`config.mk`:
```
export PLATFORM = sky130hd
export DESIGN_NAME = axi4_lite_master_cmd_flat
export DESIGN_NICKNAME = d
export VERILOG_FILES = /design/src/rtl/axi4_lite_master_cmd_if.sv /design/src/rtl/axi4_lite_master_cmd.sv /design/src/flat_wrapper.sv
export SDC_FILE = /design/constraint.sdc
export NUM_CORES = 1
export LEC_CHECK = 0
export CELL_PAD_IN_SITES_DETAIL_PLACEMENT = 2
export CELL_PAD_IN_SITES_GLOBAL_PLACEMENT = 2
export CORE_ASPECT_RATIO = 0.8
export CORE_MARGIN = 1.5
export CORE_UTILIZATION = 20
export DETAILED_ROUTE_END_ITERATION = 10
export PLACE_DENSITY = 0.87
export SYNTH_ARGS = -nofsm -noshare
export SYNTH_HDL_FRONTEND = slang
export SYNTH_SLANG_ARGS = --single-unit
```
`constraint.sdc`:
```
create_clock -name clk -period 2.1 [get_ports clk]
set_input_delay 0.42 -clock clk [delete_from_list [all_inputs] [get_ports clk]]
set_output_delay 0.42 -clock clk [all_outputs]
set_load 0.005 [all_outputs]
```
`src/rtl/axi4_lite_master_cmd_if.sv`:
```
`default_nettype none
// ---------------------------------------------------------------------------
// axi4_lite_master_cmd_if : AXI4-Lite channel bundle, master/slave views
// Revision: 1.0
// ---------------------------------------------------------------------------
interface axi4_lite_master_cmd_if #(
  parameter int ADDR_W = 4,
  parameter int DATA_W = 32
);
  logic [ADDR_W-1:0]   awaddr;
  logic [2:0]          awprot;
  logic                awvalid;
  logic                awready;
  logic [DATA_W-1:0]   wdata;
  logic [DATA_W/8-1:0] wstrb;
  logic                wvalid;
  logic                wready;
  logic [1:0]          bresp;
  logic                bvalid;
  logic                bready;
  logic [ADDR_W-1:0]   araddr;
  logic [2:0]          arprot;
  logic                arvalid;
  logic                arready;
  logic [DATA_W-1:0]   rdata;
  logic [1:0]          rresp;
  logic                rvalid;
  logic                rready;

  modport master (
    output awaddr, awprot, awvalid, wdata, wstrb, wvalid, bready,
    output araddr, arprot, arvalid, rready,
    input  awready, wready, bresp, bvalid, arready, rdata, rresp, rvalid
  );

  modport slave (
    input  awaddr, awprot, awvalid, wdata, wstrb, wvalid, bready,
    input  araddr, arprot, arvalid, rready,
    output awready, wready, bresp, bvalid, arready, rdata, rresp, rvalid
  );
endinterface
`default_nettype wire

```
`src/rtl/axi4_lite_master_cmd.sv`:
```
`default_nettype none
// ---------------------------------------------------------------------------
// axi4_lite_master_cmd : single-outstanding AXI4-Lite initiator for commands
// Revision: 1.0
// ---------------------------------------------------------------------------
module axi4_lite_master_cmd #(
  parameter int C_M_AXI_DATA_WIDTH = 32,
  parameter int C_M_AXI_ADDR_WIDTH = 4,
  parameter int TIMEOUT_CYCLES     = 1024
) (
  input  logic                            clk,
  input  logic                            rst,
  input  logic                            i_cmd_valid,
  output logic                            o_cmd_ready,
  input  logic                            i_cmd_write,
  input  logic [C_M_AXI_ADDR_WIDTH-1:0]   i_cmd_addr,
  input  logic [C_M_AXI_DATA_WIDTH-1:0]   i_cmd_wdata,
  input  logic [C_M_AXI_DATA_WIDTH/8-1:0] i_cmd_wstrb,
  output logic                            o_rsp_valid,
  input  logic                            i_rsp_ready,
  output logic                            o_rsp_write,
  output logic [C_M_AXI_DATA_WIDTH-1:0]   o_rsp_rdata,
  output logic [1:0]                      o_rsp_resp,
  output logic                            o_rsp_timeout,
  axi4_lite_master_cmd_if.master          m_axi
);

  localparam int c_STRB_W = C_M_AXI_DATA_WIDTH / 8;
  localparam int c_CNT_W  = $clog2(TIMEOUT_CYCLES + 1);
  localparam logic [c_CNT_W-1:0] c_TMO = c_CNT_W'(TIMEOUT_CYCLES);

  localparam logic [2:0] c_S_IDLE    = 3'd0;
  localparam logic [2:0] c_S_WR_REQ  = 3'd1;
  localparam logic [2:0] c_S_WR_RESP = 3'd2;
  localparam logic [2:0] c_S_RD_REQ  = 3'd3;
  localparam logic [2:0] c_S_RD_DATA = 3'd4;
  localparam logic [2:0] c_S_RSP     = 3'd5;

  logic [2:0]                    r_state;
  logic [2:0]                    w_state_next;
  logic [C_M_AXI_ADDR_WIDTH-1:0] r_addr;
  logic [C_M_AXI_DATA_WIDTH-1:0] r_wdata;
  logic [c_STRB_W-1:0]           r_wstrb;
  logic                          r_write;
  logic                          r_aw_done;
  logic                          r_w_done;
  logic [c_CNT_W-1:0]            r_cnt;
  logic [c_CNT_W-1:0]            w_cnt_next;
  logic                          r_rsp_write;
  logic [C_M_AXI_DATA_WIDTH-1:0] r_rsp_rdata;
  logic [1:0]                    r_rsp_resp;
  logic                          r_rsp_timeout;

  logic w_cmd_ready, w_rsp_valid;
  logic w_awvalid, w_wvalid, w_bready, w_arvalid, w_rready;
  logic w_cmd_acc, w_aw_hs, w_w_hs, w_b_hs, w_ar_hs, w_r_hs, w_busy;

  assign w_cmd_acc = i_cmd_valid && w_cmd_ready;
  assign w_aw_hs   = w_awvalid && m_axi.awready;
  assign w_w_hs    = w_wvalid  && m_axi.wready;
  assign w_b_hs    = w_bready  && m_axi.bvalid;
  assign w_ar_hs   = w_arvalid && m_axi.arready;
  assign w_r_hs    = w_rready  && m_axi.rvalid;
  assign w_busy    = (r_state == c_S_WR_REQ) || (r_state == c_S_WR_RESP) ||
                     (r_state == c_S_RD_REQ) || (r_state == c_S_RD_DATA);
  assign w_cnt_next = (r_cnt == c_TMO) ? r_cnt : r_cnt + 1'b1;

  always_ff @(posedge clk) begin
    if (rst) begin
      r_state <= c_S_IDLE;
    end else begin
      r_state <= w_state_next;
    end
  end

  always_comb begin
    w_state_next = r_state;
    case (r_state)
      c_S_IDLE:    if (w_cmd_acc) w_state_next = i_cmd_write ? c_S_WR_REQ : c_S_RD_REQ;
      // AW and W may complete in either order or together
      c_S_WR_REQ:  if ((r_aw_done || w_aw_hs) && (r_w_done || w_w_hs)) w_state_next = c_S_WR_RESP;
      c_S_WR_RESP: if (w_b_hs) w_state_next = c_S_RSP;
      c_S_RD_REQ:  if (w_ar_hs) w_state_next = c_S_RD_DATA;
      c_S_RD_DATA: if (w_r_hs) w_state_next = c_S_RSP;
      c_S_RSP:     if (i_rsp_ready) w_state_next = c_S_IDLE;
      default:     w_state_next = c_S_IDLE;
    endcase
  end

  always_comb begin
    w_cmd_ready = 1'b0;
    w_awvalid   = 1'b0;
    w_wvalid    = 1'b0;
    w_bready    = 1'b0;
    w_arvalid   = 1'b0;
    w_rready    = 1'b0;
    w_rsp_valid = 1'b0;
    case (r_state)
      c_S_IDLE:    w_cmd_ready = 1'b1;
      c_S_WR_REQ: begin
        w_awvalid = !r_aw_done;
        w_wvalid  = !r_w_done;
      end
      c_S_WR_RESP: w_bready    = 1'b1;
      c_S_RD_REQ:  w_arvalid   = 1'b1;
      c_S_RD_DATA: w_rready    = 1'b1;
      c_S_RSP:     w_rsp_valid = 1'b1;
      default:     w_cmd_ready = 1'b0;
    endcase
  end

  always_ff @(posedge clk) begin
    if (rst) begin
      r_addr        <= '0;
      r_wdata       <= '0;
      r_wstrb       <= '0;
      r_write       <= 1'b0;
      r_aw_done     <= 1'b0;
      r_w_done      <= 1'b0;
      r_cnt         <= '0;
      r_rsp_write   <= 1'b0;
      r_rsp_rdata   <= '0;
      r_rsp_resp    <= 2'b00;
      r_rsp_timeout <= 1'b0;
    end else begin
      if (w_cmd_acc) begin
        r_addr    <= i_cmd_addr;
        r_wdata   <= i_cmd_wdata;
        r_wstrb   <= i_cmd_wstrb;
        r_write   <= i_cmd_write;
        r_aw_done <= 1'b0;
        r_w_done  <= 1'b0;
        r_cnt     <= '0;
      end else begin
        if (w_aw_hs) r_aw_done <= 1'b1;
        if (w_w_hs)  r_w_done  <= 1'b1;
        if (w_busy)  r_cnt     <= w_cnt_next;
      end
      // Timeout uses the count as it stands after the completing edge
      if (w_b_hs) begin
        r_rsp_write   <= r_write;
        r_rsp_rdata   <= '0;
        r_rsp_resp    <= m_axi.bresp;
        r_rsp_timeout <= (w_cnt_next == c_TMO);
      end
      if (w_r_hs) begin
        r_rsp_write   <= r_write;
        r_rsp_rdata   <= m_axi.rdata;
        r_rsp_resp    <= m_axi.rresp;
        r_rsp_timeout <= (w_cnt_next == c_TMO);
      end
    end
  end

  assign o_cmd_ready   = w_cmd_ready;
  assign o_rsp_valid   = w_rsp_valid;
  assign o_rsp_write   = r_rsp_write;
  assign o_rsp_rdata   = r_rsp_rdata;
  assign o_rsp_resp    = r_rsp_resp;
  assign o_rsp_timeout = r_rsp_timeout;

  assign m_axi.awaddr  = r_addr;
  assign m_axi.awprot  = 3'b000;
  assign m_axi.awvalid = w_awvalid;
  assign m_axi.wdata   = r_wdata;
  assign m_axi.wstrb   = r_wstrb;
  assign m_axi.wvalid  = w_wvalid;
  assign m_axi.bready  = w_bready;
  assign m_axi.araddr  = r_addr;
  assign m_axi.arprot  = 3'b000;
  assign m_axi.arvalid = w_arvalid;
  assign m_axi.rready  = w_rready;

endmodule
`default_nettype wire

```
`src/flat_wrapper.sv`:
```
// flat-port wrapper written by rule: the top's interface ports become plain ports
module axi4_lite_master_cmd_flat 
#(
  parameter int C_M_AXI_DATA_WIDTH = 32,
  parameter int C_M_AXI_ADDR_WIDTH = 4,
  parameter int TIMEOUT_CYCLES     = 1024
)
  (clk, rst, i_cmd_valid, o_cmd_ready, i_cmd_write, i_cmd_addr, i_cmd_wdata, i_cmd_wstrb, o_rsp_valid, i_rsp_ready, o_rsp_write, o_rsp_rdata, o_rsp_resp, o_rsp_timeout, m_axi_awaddr, m_axi_awprot, m_axi_awvalid, m_axi_wdata, m_axi_wstrb, m_axi_wvalid, m_axi_bready, m_axi_araddr, m_axi_arprot, m_axi_arvalid, m_axi_rready, m_axi_awready, m_axi_wready, m_axi_bresp, m_axi_bvalid, m_axi_arready, m_axi_rdata, m_axi_rresp, m_axi_rvalid);
  axi4_lite_master_cmd_if m_axi_i ();
  input  logic clk;
  input  logic rst;
  input  logic i_cmd_valid;
  output logic o_cmd_ready;
  input  logic i_cmd_write;
  input  logic [C_M_AXI_ADDR_WIDTH-1:0] i_cmd_addr;
  input  logic [C_M_AXI_DATA_WIDTH-1:0] i_cmd_wdata;
  input  logic [C_M_AXI_DATA_WIDTH/8-1:0] i_cmd_wstrb;
  output logic o_rsp_valid;
  input  logic i_rsp_ready;
  output logic o_rsp_write;
  output logic [C_M_AXI_DATA_WIDTH-1:0] o_rsp_rdata;
  output logic [1:0] o_rsp_resp;
  output logic o_rsp_timeout;
  output wire logic [$bits(m_axi_i.awaddr)-1:0] m_axi_awaddr;
  output wire logic [$bits(m_axi_i.awprot)-1:0] m_axi_awprot;
  output wire logic [$bits(m_axi_i.awvalid)-1:0] m_axi_awvalid;
  output wire logic [$bits(m_axi_i.wdata)-1:0] m_axi_wdata;
  output wire logic [$bits(m_axi_i.wstrb)-1:0] m_axi_wstrb;
  output wire logic [$bits(m_axi_i.wvalid)-1:0] m_axi_wvalid;
  output wire logic [$bits(m_axi_i.bready)-1:0] m_axi_bready;
  output wire logic [$bits(m_axi_i.araddr)-1:0] m_axi_araddr;
  output wire logic [$bits(m_axi_i.arprot)-1:0] m_axi_arprot;
  output wire logic [$bits(m_axi_i.arvalid)-1:0] m_axi_arvalid;
  output wire logic [$bits(m_axi_i.rready)-1:0] m_axi_rready;
  input wire logic [$bits(m_axi_i.awready)-1:0] m_axi_awready;
  input wire logic [$bits(m_axi_i.wready)-1:0] m_axi_wready;
  input wire logic [$bits(m_axi_i.bresp)-1:0] m_axi_bresp;
  input wire logic [$bits(m_axi_i.bvalid)-1:0] m_axi_bvalid;
  input wire logic [$bits(m_axi_i.arready)-1:0] m_axi_arready;
  input wire logic [$bits(m_axi_i.rdata)-1:0] m_axi_rdata;
  input wire logic [$bits(m_axi_i.rresp)-1:0] m_axi_rresp;
  input wire logic [$bits(m_axi_i.rvalid)-1:0] m_axi_rvalid;
  assign m_axi_awaddr = m_axi_i.awaddr;
  assign m_axi_awprot = m_axi_i.awprot;
  assign m_axi_awvalid = m_axi_i.awvalid;
  assign m_axi_wdata = m_axi_i.wdata;
  assign m_axi_wstrb = m_axi_i.wstrb;
  assign m_axi_wvalid = m_axi_i.wvalid;
  assign m_axi_bready = m_axi_i.bready;
  assign m_axi_araddr = m_axi_i.araddr;
  assign m_axi_arprot = m_axi_i.arprot;
  assign m_axi_arvalid = m_axi_i.arvalid;
  assign m_axi_rready = m_axi_i.rready;
  assign m_axi_i.awready = m_axi_awready;
  assign m_axi_i.wready = m_axi_wready;
  assign m_axi_i.bresp = m_axi_bresp;
  assign m_axi_i.bvalid = m_axi_bvalid;
  assign m_axi_i.arready = m_axi_arready;
  assign m_axi_i.rdata = m_axi_rdata;
  assign m_axi_i.rresp = m_axi_rresp;
  assign m_axi_i.rvalid = m_axi_rvalid;
  axi4_lite_master_cmd #(.C_M_AXI_DATA_WIDTH(C_M_AXI_DATA_WIDTH), .C_M_AXI_ADDR_WIDTH(C_M_AXI_ADDR_WIDTH), .TIMEOUT_CYCLES(TIMEOUT_CYCLES)) u_core (.clk(clk), .rst(rst), .i_cmd_valid(i_cmd_valid), .o_cmd_ready(o_cmd_ready), .i_cmd_write(i_cmd_write), .i_cmd_addr(i_cmd_addr), .i_cmd_wdata(i_cmd_wdata), .i_cmd_wstrb(i_cmd_wstrb), .o_rsp_valid(o_rsp_valid), .i_rsp_ready(i_rsp_ready), .o_rsp_write(o_rsp_write), .o_rsp_rdata(o_rsp_rdata), .o_rsp_resp(o_rsp_resp), .o_rsp_timeout(o_rsp_timeout), .m_axi(m_axi_i));
endmodule
```
==> impl_metrics.toml <==
[final_layout]
nets = 711
final_area_um2 = 6190
fillers = 2064
utilization = 0.338
area_growth_pct = 63.8
drive_gt1_frac = 0.0955
instances_no_fill = 882

[floorplan]
start_util = 0.206
die-area_um2 = 19700
dieHeight_um = 126
die_w_um = 157
placementRows = 44
core_um2 = 18300
ios = 179

[power]
irDropWorstVdd_v = 0.000411
power.total_mw = 6.01
pwr-share-seq = 0.364
internal-power_mw = 4.04
clockPowerShare = 0.284
power_switching_mw = 1.97
p_comb_frac = 0.351
powerDensity_nw_per_um2 = 971
leakage_nw = 2.24
switching_share = 0.328

[placement]
numPortBuffers = 172
hpwl_mm = 11.0
gp_congestion = 0.833
dpl_cell_area_um2 = 5750
place_inst = 858

[global_route]
grt_pass1_wl_mm = 23.0
grt_use_total = 0.151
grt_max_degree = 82
grt_pass1_vias = 4316
antenna_found_initial = 2
grt.overflow.total = 0

[detailed_routing]
routed_wl_mm = 14.8
routedWlPerCell_um = 16.8
firstDrtPassIters = 4
postRouteAntennaNets = 0
route.detailed.drc = 0
via_count = 3863
drtIter0Drc = 105
viasPerCell = 4.38

[critical_path]
end_kind = "output port"
max_stage_delay_ps = 500
worst-path-max-fanout = 12
critical_path_arrival_ps = 1600
cp_slowest_cell = "clkdlybuf4s50_1"
critPathRequiredTime_ps = 1680
crit_path_start_kind = "flip-flop"
worstPathCellList = "buf_4 -> and2_4 -> clkdlybuf4s50_1"
critPathKind = "reg -> out"

[clocking]
cts_max_level = 3
clk_latency_ps = 340
clock_path_buffers = 2
path_clk_slew_ps = 70
cts_sinks = 93
cts-root-buf = "clkbuf_16"
cts_tree = "built"
cts_buffers = 9

[synth]
synthTopCellsByArea = "dfxtp_1, nand2_1, a22oi_1"
ys_seq_elements = 93
ys.flop_type = "dfxtp_1"
synth_top_area_share = 0.493
yosys_warnings = 0
async_flop_share = 0
synth_area_leader_cell = "dfxtp_1"
yosysSeqAreaShare = 0.493
yosysMostFrequentCell = "nand2_1"
synth_edf_count = 0
synth_cell_types = 41
synth_area_um2 = 3780
syn_inst = 453
syn_area_per_cell_um2 = 8.34
synth_common_cells = "nand2_1, dfxtp_1, nor2_1"

[flow_run]
drv_cap = 0

[outcome]
outcome = "finished clean"

[sta]
worst_pin_slew_ps = 515
period_share = 0.963
rsz0062_at_grt = "true"
clock.fmax_mhz = 494
finalMaxSlewViolations = 0
final.setup_skew_ps = 7.55
finalHoldViolCount = 0
whs_ps = 460
finalSetupViolCount = 0
layout_min_cycle_time_ps = 2020
slew_headroom = 0.654

[min_path]
min_path_type = "reg -> reg"
layer usage:
layer	vias up	routed length [µm]	global-route usage	share of wire
li1	1845	-	-	-
met1	1853	5980	0.165	0.40
met2	142	7150	0.258	0.48
met3	21	1410	0.0699	0.095
met4	2	286	0.0476	0.019
met5	-	17	0	0.0011
cells by family (layout without fill, tap and decap cells):
family	Yosys count	after routing	synth area share
buffers and inverters	49	219	0.0742
adders and majority gates	2	2	0.00662
other	1	7	0.000992
xor gates and xnor gates	13	13	0.0301
muxes	5	5	0.0132
DFF	93	93	0.493
AOI/OAI and AO/OA	97	97	0.163
and+or+nand+nor	193	193	0.220
power by group through the flow:
stage / sequential (mW) / combinational, mW / clock [mW]
2_1_floorplan: 2.17 / 0.963 / 0
3_3_place_gp: 2.17 / 1.92 / 0
3_5_place_dp: 2.20 / 2.03 / 0
4_1_cts: 2.18 / 2.10 / 1.79
5_1_grt: 2.23 / 2.32 / 1.85
6_report: 2.19 / 2.11 / 1.71
sequential cells by signal (all words and copies together), names as in the netlist:
| name | cells |
|---|---|
| u_core.o_rsp_write | 1 |
| u_core.m_axi.wstrb | 4 |
| u_core.r_w_done | 1 |
| u_core.r_state | 3 |
| u_core.o_rsp_timeout | 1 |
| u_core.m_axi.araddr | 4 |
| u_core.r_aw_done | 1 |
| u_core.r_write | 1 |
| u_core.o_rsp_rdata | 32 |
| u_core.m_axi.wdata | 32 |
| u_core.o_rsp_resp | 2 |
| u_core.r_cnt | 11 |
what timing repair did:
action | in CTS | in global routing
gates resized for setup | 13 | 13
endpoints found under the setup margin | 8 | 18
hold endpoints to repair | 0 | 0
setup buffers | 5 | 2
hold buffers | 0 | 0
gates cloned | 0 | 0
pin swaps | 3 | 3
stage by stage:
step	worst slack, ps	setup TNS (ps)
after floorplan	56.7	0
after global placement	59.1	0
after detailed placement	-15.6	-15.6
after CTS	2.51	0
after global routing	-27.4	-27.4
final	77.6	0
path summary, 6_finish.rpt:
path | start | slack, ps | cells past startpoint | to
max | u_core.r_state[2] | 80 | 3 | o_rsp_valid
min | u_core.m_axi.wdata[21] | 460 | 2 | u_core.m_axi.wdata[21]
max reg2reg | u_core.r_cnt[0] | 80 | 7 | u_core.o_rsp_timeout
min reg2reg | u_core.m_axi.wdata[21] | 460 | 2 | u_core.m_axi.wdata[21]
layout make-up:
cell class | instances | area, µm² | share of cell area
Clock inverter | 6 | 68.8 | 0.0111
Antenna cell | 1 | 2.50 | 0.000404
Timing Repair Buffer | 198 | 1960 | 0.317
Multi-Input combinational cell | 316 | 1710 | 0.276
Clock buffer | 10 | 239 | 0.0386
Inverter | 5 | 18.8 | 0.00303
Sequential cell | 93 | 1870 | 0.302
Tap cell | 253 | 317 | 0.0511
worst max-delay path: cells and delay by family (launching register included):
family                 cells  cell delay (ps)
buffers and inverters      2              690
flip-flops                 1              400
AND/OR/NAND/NOR            1              170
layout by cell type (no fill, tap or decap), types with 2 or more instances in the layout:
cell	count
nor2_1	53
conb_1	6
dfxtp_4	2
clkbuf_16	9
nor3_1	8
nor2b_1	4
inv_6	2
nand3b_1	4
a22oi_1	33
mux2i_1	4
o22ai_1	2
nand2b_1	5
xnor2_1	6
a31oi_1	3
nand3_1	8
dfxtp_1	89
buf_4	20
o21ai_0	4
and2_1	2
dfxtp_2	2
and2_4	2
inv_1	5
dlygate4sd2_1	3
buf_6	3
nand2_1	96
clkdlybuf4s50_1	166
nand4_1	3
a21oi_1	47
buf_12	3
xor2_1	7
Note: power is estimated with default switching activity, not from simulation.
